[src/rtl/axis_burst_initiator_if.sv]
// Request/response stream pair between the burst initiator and its peer.
// Latency: n/a (wires only).
// Backpressure: m_ready stalls the request stream, s_ready stalls the response stream.
interface axis_burst_initiator_if #(
    parameter int DATA_W = 8
);
    logic              m_valid;
    logic [DATA_W-1:0] m_data;
    logic              m_last;
    logic              m_ready;
    logic              s_valid;
    logic [DATA_W-1:0] s_data;
    logic              s_last;
    logic              s_ready;

    modport master (
        output m_valid, m_data, m_last, s_ready,
        input  m_ready, s_valid, s_data, s_last
    );

    modport slave (
        input  m_valid, m_data, m_last, s_ready,
        output m_ready, s_valid, s_data, s_last
    );
endinterface

[src/rtl/axis_burst_initiator.sv]
// Sends a TX-buffer burst on the request stream, then captures the peer's response burst into RX.
// Latency: first request beat one cycle after start; done pulses one cycle after the response ends.
// Backpressure: m_ready=0 holds the current beat; s_ready drops once RX holds DEPTH words.
module axis_burst_initiator #(
    parameter int DATA_W  = 8,
    parameter int DEPTH   = 16,
    parameter int TIMEOUT = 1024,
    localparam int AW = $clog2(DEPTH),
    localparam int CW = AW + 1
) (
    input  logic                  clk,
    input  logic                  rst,
    input  logic                  wr_en,
    input  logic [AW-1:0]         wr_addr,
    input  logic [DATA_W-1:0]     wr_data,
    input  logic [CW-1:0]         len,
    input  logic                  start,
    output logic                  busy,
    output logic                  done,
    output logic                  err,
    axis_burst_initiator_if.master bus,
    input  logic [AW-1:0]         rd_addr,
    output logic [DATA_W-1:0]     rd_data,
    output logic [CW-1:0]         rx_count
);
    localparam int TW = $clog2(TIMEOUT + 1);
    localparam logic [CW-1:0] DEPTH_C = CW'(DEPTH);
    localparam logic [TW-1:0] TMO_C   = TW'(TIMEOUT);

    typedef enum logic [2:0] {IDLE, SEND, WAIT_RESP, RECV, DONE} state_t;

    state_t            state;
    logic [DATA_W-1:0] tx_mem [DEPTH];
    logic [DATA_W-1:0] rx_mem [DEPTH];
    logic [CW-1:0]     len_q;
    logic [CW-1:0]     idx;
    logic [TW-1:0]     tmo;
    logic [CW-1:0]     idx_nxt;
    logic [CW-1:0]     rx_nxt;
    logic [TW-1:0]     tmo_nxt;
    logic              s_beat;

    assign idx_nxt = idx + CW'(1);
    assign rx_nxt  = rx_count + CW'(1);
    assign tmo_nxt = tmo + TW'(1);
    assign s_beat  = bus.s_valid && bus.s_ready;

    // Buffers carry no reset so they map onto plain RAM.
    always_ff @(posedge clk) begin
        if (wr_en && !busy)
            tx_mem[wr_addr] <= wr_data;
    end

    always_ff @(posedge clk) begin
        if (s_beat)
            rx_mem[rx_count[AW-1:0]] <= bus.s_data;
    end

    always_ff @(posedge clk or posedge rst) begin
        if (rst)
            rd_data <= '0;
        else
            rd_data <= rx_mem[rd_addr];
    end

    always_ff @(posedge clk or posedge rst) begin
        if (rst) begin
            state       <= IDLE;
            busy        <= 1'b0;
            done        <= 1'b0;
            err         <= 1'b0;
            bus.m_valid <= 1'b0;
            bus.m_data  <= '0;
            bus.m_last  <= 1'b0;
            bus.s_ready <= 1'b0;
            rx_count    <= '0;
            idx         <= '0;
            tmo         <= '0;
            len_q       <= '0;
        end else begin
            case (state)
                IDLE: begin
                    if (start) begin
                        len_q    <= len;
                        err      <= 1'b0;
                        rx_count <= '0;
                        idx      <= '0;
                        tmo      <= '0;
                        busy     <= 1'b1;
                        if (len == '0 || len > DEPTH_C) begin
                            state <= DONE;
                            err   <= 1'b1;
                            done  <= 1'b1;
                        end else begin
                            state       <= SEND;
                            bus.m_valid <= 1'b1;
                            bus.m_data  <= tx_mem[AW'(0)];
                            bus.m_last  <= (len == CW'(1));
                        end
                    end
                end
                SEND: begin
                    if (bus.m_ready) begin
                        idx <= idx_nxt;
                        if (bus.m_last) begin
                            state       <= WAIT_RESP;
                            bus.m_valid <= 1'b0;
                            bus.m_last  <= 1'b0;
                            tmo         <= '0;
                            bus.s_ready <= 1'b1;
                        end else begin
                            // Prefetch the next word so it is already stable when m_valid stays up.
                            bus.m_data <= tx_mem[idx_nxt[AW-1:0]];
                            bus.m_last <= (idx_nxt == len_q - CW'(1));
                        end
                    end
                end
                WAIT_RESP: begin
                    if (s_beat) begin
                        rx_count <= rx_nxt;
                        if (bus.s_last) begin
                            state       <= DONE;
                            bus.s_ready <= 1'b0;
                            done        <= 1'b1;
                        end else begin
                            state       <= RECV;
                            bus.s_ready <= (rx_nxt < DEPTH_C);
                        end
                    end else if (tmo_nxt >= TMO_C) begin
                        state       <= DONE;
                        err         <= 1'b1;
                        bus.s_ready <= 1'b0;
                        done        <= 1'b1;
                        tmo         <= TMO_C;
                    end else begin
                        tmo <= tmo_nxt;
                    end
                end
                RECV: begin
                    if (rx_count == DEPTH_C) begin
                        // Full: a word still offered without s_last means the response overran RX.
                        state <= DONE;
                        done  <= 1'b1;
                        err   <= bus.s_valid && !bus.s_last;
                    end else if (!bus.s_valid) begin
                        state       <= DONE;
                        bus.s_ready <= 1'b0;
                        done        <= 1'b1;
                    end else begin
                        rx_count <= rx_nxt;
                        if (bus.s_last) begin
                            state       <= DONE;
                            bus.s_ready <= 1'b0;
                            done        <= 1'b1;
                        end else begin
                            bus.s_ready <= (rx_nxt < DEPTH_C);
                        end
                    end
                end
                DONE: begin
                    done  <= 1'b0;
                    busy  <= 1'b0;
                    state <= IDLE;
                end
                default: state <= IDLE;
            endcase
        end
    end
endmodule

[src/flat_wrapper.sv]
// flat-port wrapper written by rule: the top's interface ports become plain ports
module axis_burst_initiator_flat 
#(
    parameter int DATA_W  = 8,
    parameter int DEPTH   = 16,
    parameter int TIMEOUT = 1024,
    localparam int AW = $clog2(DEPTH),
    localparam int CW = AW + 1
)
  (clk, rst, wr_en, wr_addr, wr_data, len, start, busy, done, err, rd_addr, rd_data, rx_count, bus_m_valid, bus_m_data, bus_m_last, bus_s_ready, bus_m_ready, bus_s_valid, bus_s_data, bus_s_last);
  axis_burst_initiator_if #(.DATA_W(DATA_W)) bus_i ();
  input  logic clk;
  input  logic rst;
  input  logic wr_en;
  input  logic [AW-1:0] wr_addr;
  input  logic [DATA_W-1:0] wr_data;
  input  logic [CW-1:0] len;
  input  logic start;
  output logic busy;
  output logic done;
  output logic err;
  input  logic [AW-1:0] rd_addr;
  output logic [DATA_W-1:0] rd_data;
  output logic [CW-1:0] rx_count;
  output wire logic [$bits(bus_i.m_valid)-1:0] bus_m_valid;
  output wire logic [$bits(bus_i.m_data)-1:0] bus_m_data;
  output wire logic [$bits(bus_i.m_last)-1:0] bus_m_last;
  output wire logic [$bits(bus_i.s_ready)-1:0] bus_s_ready;
  input wire logic [$bits(bus_i.m_ready)-1:0] bus_m_ready;
  input wire logic [$bits(bus_i.s_valid)-1:0] bus_s_valid;
  input wire logic [$bits(bus_i.s_data)-1:0] bus_s_data;
  input wire logic [$bits(bus_i.s_last)-1:0] bus_s_last;
  assign bus_m_valid = bus_i.m_valid;
  assign bus_m_data = bus_i.m_data;
  assign bus_m_last = bus_i.m_last;
  assign bus_s_ready = bus_i.s_ready;
  assign bus_i.m_ready = bus_m_ready;
  assign bus_i.s_valid = bus_s_valid;
  assign bus_i.s_data = bus_s_data;
  assign bus_i.s_last = bus_s_last;
  axis_burst_initiator #(.DATA_W(DATA_W), .DEPTH(DEPTH), .TIMEOUT(TIMEOUT)) u_core (.clk(clk), .rst(rst), .wr_en(wr_en), .wr_addr(wr_addr), .wr_data(wr_data), .len(len), .start(start), .busy(busy), .done(done), .err(err), .bus(bus_i), .rd_addr(rd_addr), .rd_data(rd_data), .rx_count(rx_count));
endmodule
[config.mk]
export PLATFORM = sky130hd
export DESIGN_NAME = axis_burst_initiator_flat
export DESIGN_NICKNAME = d
export VERILOG_FILES = /design/src/rtl/axis_burst_initiator_if.sv /design/src/rtl/axis_burst_initiator.sv /design/src/flat_wrapper.sv
export SDC_FILE = /design/constraint.sdc
export NUM_CORES = 1
export LEC_CHECK = 0
export CAP_MARGIN = 20
export CORE_MARGIN = 2
export CORE_UTILIZATION = 30
export CTS_BUF_LIST = sky130_fd_sc_hd__clkbuf_4 sky130_fd_sc_hd__clkbuf_8 sky130_fd_sc_hd__clkbuf_16
export DETAILED_ROUTE_END_ITERATION = 6
export PLACE_DENSITY = 0.54
export SLEW_MARGIN = 20
export SYNTH_ARGS = -nofsm -noshare
export SYNTH_HDL_FRONTEND = slang
export SYNTH_SLANG_ARGS = --single-unit
[constraint.sdc]
create_clock -name clk -period 2.3 [get_ports clk]
set_clock_uncertainty 0.1 [all_clocks]
set_input_delay 0.46 -clock clk [delete_from_list [all_inputs] [get_ports clk]]
set_output_delay 0.46 -clock clk [all_outputs]
set_load 0.005 [all_outputs]
# After elaboration in Yosys (flattened, before gate mapping)
# Memory sizes are Yosys's and may differ from the RTL's. A register that Yosys moved wholly into a read port is not among the register bits.
# Cells that the tools add are included.
# word_totals
reg_bits,43
ramBits,256
input_bits,36
n_memories,2
# mem_list
name,words,width,rd,rd_ports_with_merged_regs,write_ports,line,source
u_core.rx_mem,16,8,1,1,1,axis_burst_initiator.sv:34,logic [DATA_W-1:0] rx_mem [DEPTH];
u_core.tx_mem,16,8,2,0,1,axis_burst_initiator.sv:33,logic [DATA_W-1:0] tx_mem [DEPTH];
# op_classes
add_sub_neg,4
n_lt_le_gt_ge,3
n_eq_ne,21
n_mux,66
n_reduce_logical,26
# ops
operator,count
$mux 11,5
$reduce_and 5->1,7
$pmux 11 s3,1
$mux 8,4
$mux 1,31
$mux 3,10
$mux 5,5
$pmux 8 s2,1
$pmux 5 s3,1
$ne 2x2->1 const B,7
$pmux 3 s4,1
$add 11x1->11 const B,1
$ge 11x11->1 const B,1
$add 5x1->5 const B,2
$ne 2x1->1 const B,5
$pmux 5 s2,1
$reduce_bool 3->1,3
$reduce_and 4->1,2
$eq 3x2->1 const B,2
$pmux 1 s2,3
$pmux 1 s3,2
$eq 5x1->1 const B,1
$eq 5x5->1,1
$eq 5x5->1 const B,1
17 further kinds,22

# Logic depth before layout (Yosys ltp)
# depth
depth_word,6
ltp_mapped,9
depth_no_buf,7

# Least setup slack after synthesis
# No wires, ideal clock.
# synth_path
path_kind,input port to flip-flop
start,input rd_addr[0]
end,register u_core.rd_data[0] (read register of u_core.rx_mem)
setup_ns,0.138
arrival_time_ns,1.950
t_required_ns,2.062
setup_slack_ns,0.112
path_stages,4
n_path_buf,2
cell_sequence,clkbuf_1 buf_2 mux4_2 mux4_2
# synth_lines
item,line,source
"start, declared",flat_wrapper.sv:22,input logic [AW-1:0] rd_addr;
"end, declared",axis_burst_initiator.sv:23,"output logic [DATA_W-1:0] rd_data,"

# Worst setup path in the final report
# layout_path
start,register u_core.busy
end,output busy
# layout_lines
item,line,source
"start, declared",axis_burst_initiator.sv:18,"output logic busy,"
"start signal, assigned",axis_burst_initiator.sv:69,busy <= 1'b0;
"start signal, assigned",axis_burst_initiator.sv:89,busy <= 1'b1;
"start signal, assigned",axis_burst_initiator.sv:162,busy <= 1'b0;
"end, declared",flat_wrapper.sv:19,output logic busy;
# No word-level cell between the ends.

==> impl_metrics.yaml <==
critical_path:
  rrSetupSlack_ns: 0.17
  r2r_cells: 7
  critPathCaptureType: "output port"
  required_ns: 1.74
  crit_type: "reg -> out"
  r2r-start: "u_core.tmo[0]"
  cp_num_buf_inv: 2
  slowest_delay_ns: 0.50
  reg2reg_to: "u_core.done"
  worstPathMaxFanout: 3
  cp_cell_sequence: "buf_4 > clkdlybuf4s50_1"
  crit_cells: 2
  cpLargestDelayFamily: "buffers and inverters"
  start_kind: "register"
  crit_slowest_cell: "clkdlybuf4s50_1"
  cp.arrival_ns: 1.66
detailed_routing:
  drt-total-wl_mm: 27.4
  vias: 6895
  drc_errors: 0
  maxUsedRoutingLayer: "met4"
  viasPerCell: 4.77
  drt_iter0_drc: 251
  drt-met1-wl_mm: 12.5
  wl_per_cell_um: 19.0
  wl_met3_mm: 1.04
  ant_nets: 0
  dr.pass1.iters: 5
  wl_met2_mm: 13.3
clock_tree:
  clock_path_buffers: 3
  cts-root-buf: "clkbuf_16"
  path_clk_slew_ns: 0.06
  clock_latency_ns: 0.53
  htreeDepth: 2
  cts_sinks: 307
  cts_buffers: 34
  cts_tree: "done"
floorplanning:
  die_width_um: 210
  core-area_sq_um: 41900
  io_pins: 63
  die_area_sq_um: 44100
  die_h_um: 210
  std_cell_rows: 75
  start_util_pct: 30.3
power_and_ir_drop:
  power_density_nw_per_um2: 1020
  peakVddDrop_mv: 0.552
  p_leak_nw: 5.31
timing:
  worst_slack_ns: 0.0751
  finalHoldViolations: 0
  grt_setup_unrepaired: "no"
  max_freq_mhz: 449
  finalCritPeriodShare_pct: 96.7
  worst_slew_margin_rel_pct: 56.6
  fin_crit_ns: 2.22
  slew_viol_final: 0
  setup_violations: 0
  fin_hold_ws_ns: 0.129
  worstMarginPinSlew_ns: 0.649
placed_design:
  place_area_sq_um: 14600
  port_buffers: 62
  place_ws_ns: -0.373
  hpwl_mm: 18.9
  dp_cells: 1384
  gp_congestion: 0.736
hold_path:
  holdCritPathClass: "in -> async"
final_layout:
  most-common-layout-cells: "edfxtp_1, buf_4, mux4_2, clkdlybuf4s50_1, dfrtp_1"
  area_growth_syn_to_layout_pct: 23.5
  final_nets: 924
  utilization_pct: 37.5
  final_cells: 1445
  final_layout_size_suffix_gt1_share_pct: 26.0
  final_common_cell: "edfxtp_1"
  antenna_cells: 0
  stdcell_area_sq_um: 15700
synth:
  ys_seq_area_share_pct: 70.5
  synth-seq-cells: 307
  synth_flop_cell: "edfxtp_1"
  avgSynthCellArea_sq_um: 17.5
  ys_types: 64
  synthArstFlopShare_pct: 16.6
  syn-instance-count: 725
  syn_area_sq_um: 12700
  synth-edff-count: 256
  yosysWarnings: 0
  mappedNetlistNets: 768
run:
  drv_cap: 0
grt:
  grt_pass1_vias: 7246
  grt_pass1_wl_mm: 42.9
  overflow: 0
  antenna_found_initial: 0
  grt_max_degree: 44
  grt.total_usage_pct: 12.8
outcome:
  outcome: "completed"
-- metal layers --
layer / GRT usage (%) / vias up
met1: 17.2 / 3508
met3: 2.56 / 48
met4: 4.06 / 0
met2: 20.9 / 114
li1: - / 3225
met5: 0 / -
-- flip-flops by register name, indices dropped and copies added (netlist names), 3 cells and up --
name               flops
u_core.rx_mem        128
u_core.state           3
u_core.len_q           5
u_core.idx             5
u_core.bus.m_data      8
u_core.rd_data         8
u_core.tmo            11
u_core.rx_count        5
u_core.tx_mem        128
-- cell usage after synthesis, types with 8 or more instances --
cell type / count / area (sq um)
a211oi_1: 9 / 67.6
a21oi_1: 11 / 55.1
buf_2: 12 / 60.1
clkbuf_1: 14 / 52.6
dfrtp_1: 51 / 1280
edfxtp_1: 256 / 7690
inv_1: 8 / 30.0
mux2i_1: 9 / 90.1
mux4_2: 72 / 1620
nand2_1: 45 / 169
nand2b_1: 11 / 68.8
nand3_1: 10 / 50.1
nor2_1: 39 / 146
nor2b_1: 19 / 119
nor3_1: 20 / 100
o21ai_0: 20 / 100
o21ai_1: 8 / 40.0
o221ai_1: 8 / 70.1
xnor2_1: 8 / 70.1
-- cell type report --
class	instances	area [sq um]
clock inverters	18	155
well taps	539	674
multi-input cells	377	3580
repair buffers	153	1370
clock buffers	43	943
flip-flops and latches	307	8960
fillers	3869	26200
inverters	8	30.0
-- stage by stage --
step           total power, mW  setup TNS, ns
2_1_floorplan             9.23              0
3_3_place_gp              10.9          -3.36
3_5_place_dp              10.9          -3.92
4_1_cts                   16.3              0
5_1_grt                   16.8              0
6_report                  16.0              0
-- where the power goes --
group          internal, mW  switching [mW]  total, mW
combinational          2.00            2.03       4.03
clock                  3.14            2.18       5.32
sequential             6.40           0.301       6.70
-- cell families after synthesis --
group / count (synthesis) / synth area share, %
buf+inv: 41 / 1.53
compound gates: 93 / 5.35
flops: 307 / 70.5
simple gates: 179 / 7.25
mux: 86 / 13.9
fa+ha+maj: 7 / 0.688
xor+xnor: 12 / 0.826
-- repair_timing --
| item | CTS | global route |
|---|---|---|
| setup buffers | 0 | 0 |
| gates resized for setup | 0 | 2 |
| hold buffers | 0 | 0 |
| setup endpoints to repair | 0 | 7 |
-- worst max-delay path by stage --
stage                  startpoint              endpoint  slack, ns
floorplan              rd_addr[0]     u_core.rd_data[0]       0.11
global placement           len[0]           u_core.done      -0.33
detailed placement         len[0]           u_core.done      -0.37
CTS                   u_core.busy                  busy       0.05
global route        u_core.idx[0]  u_core.bus.m_data[5]       0.01
finish                u_core.busy                  busy       0.08
Power figures use the tool's default switching activity.
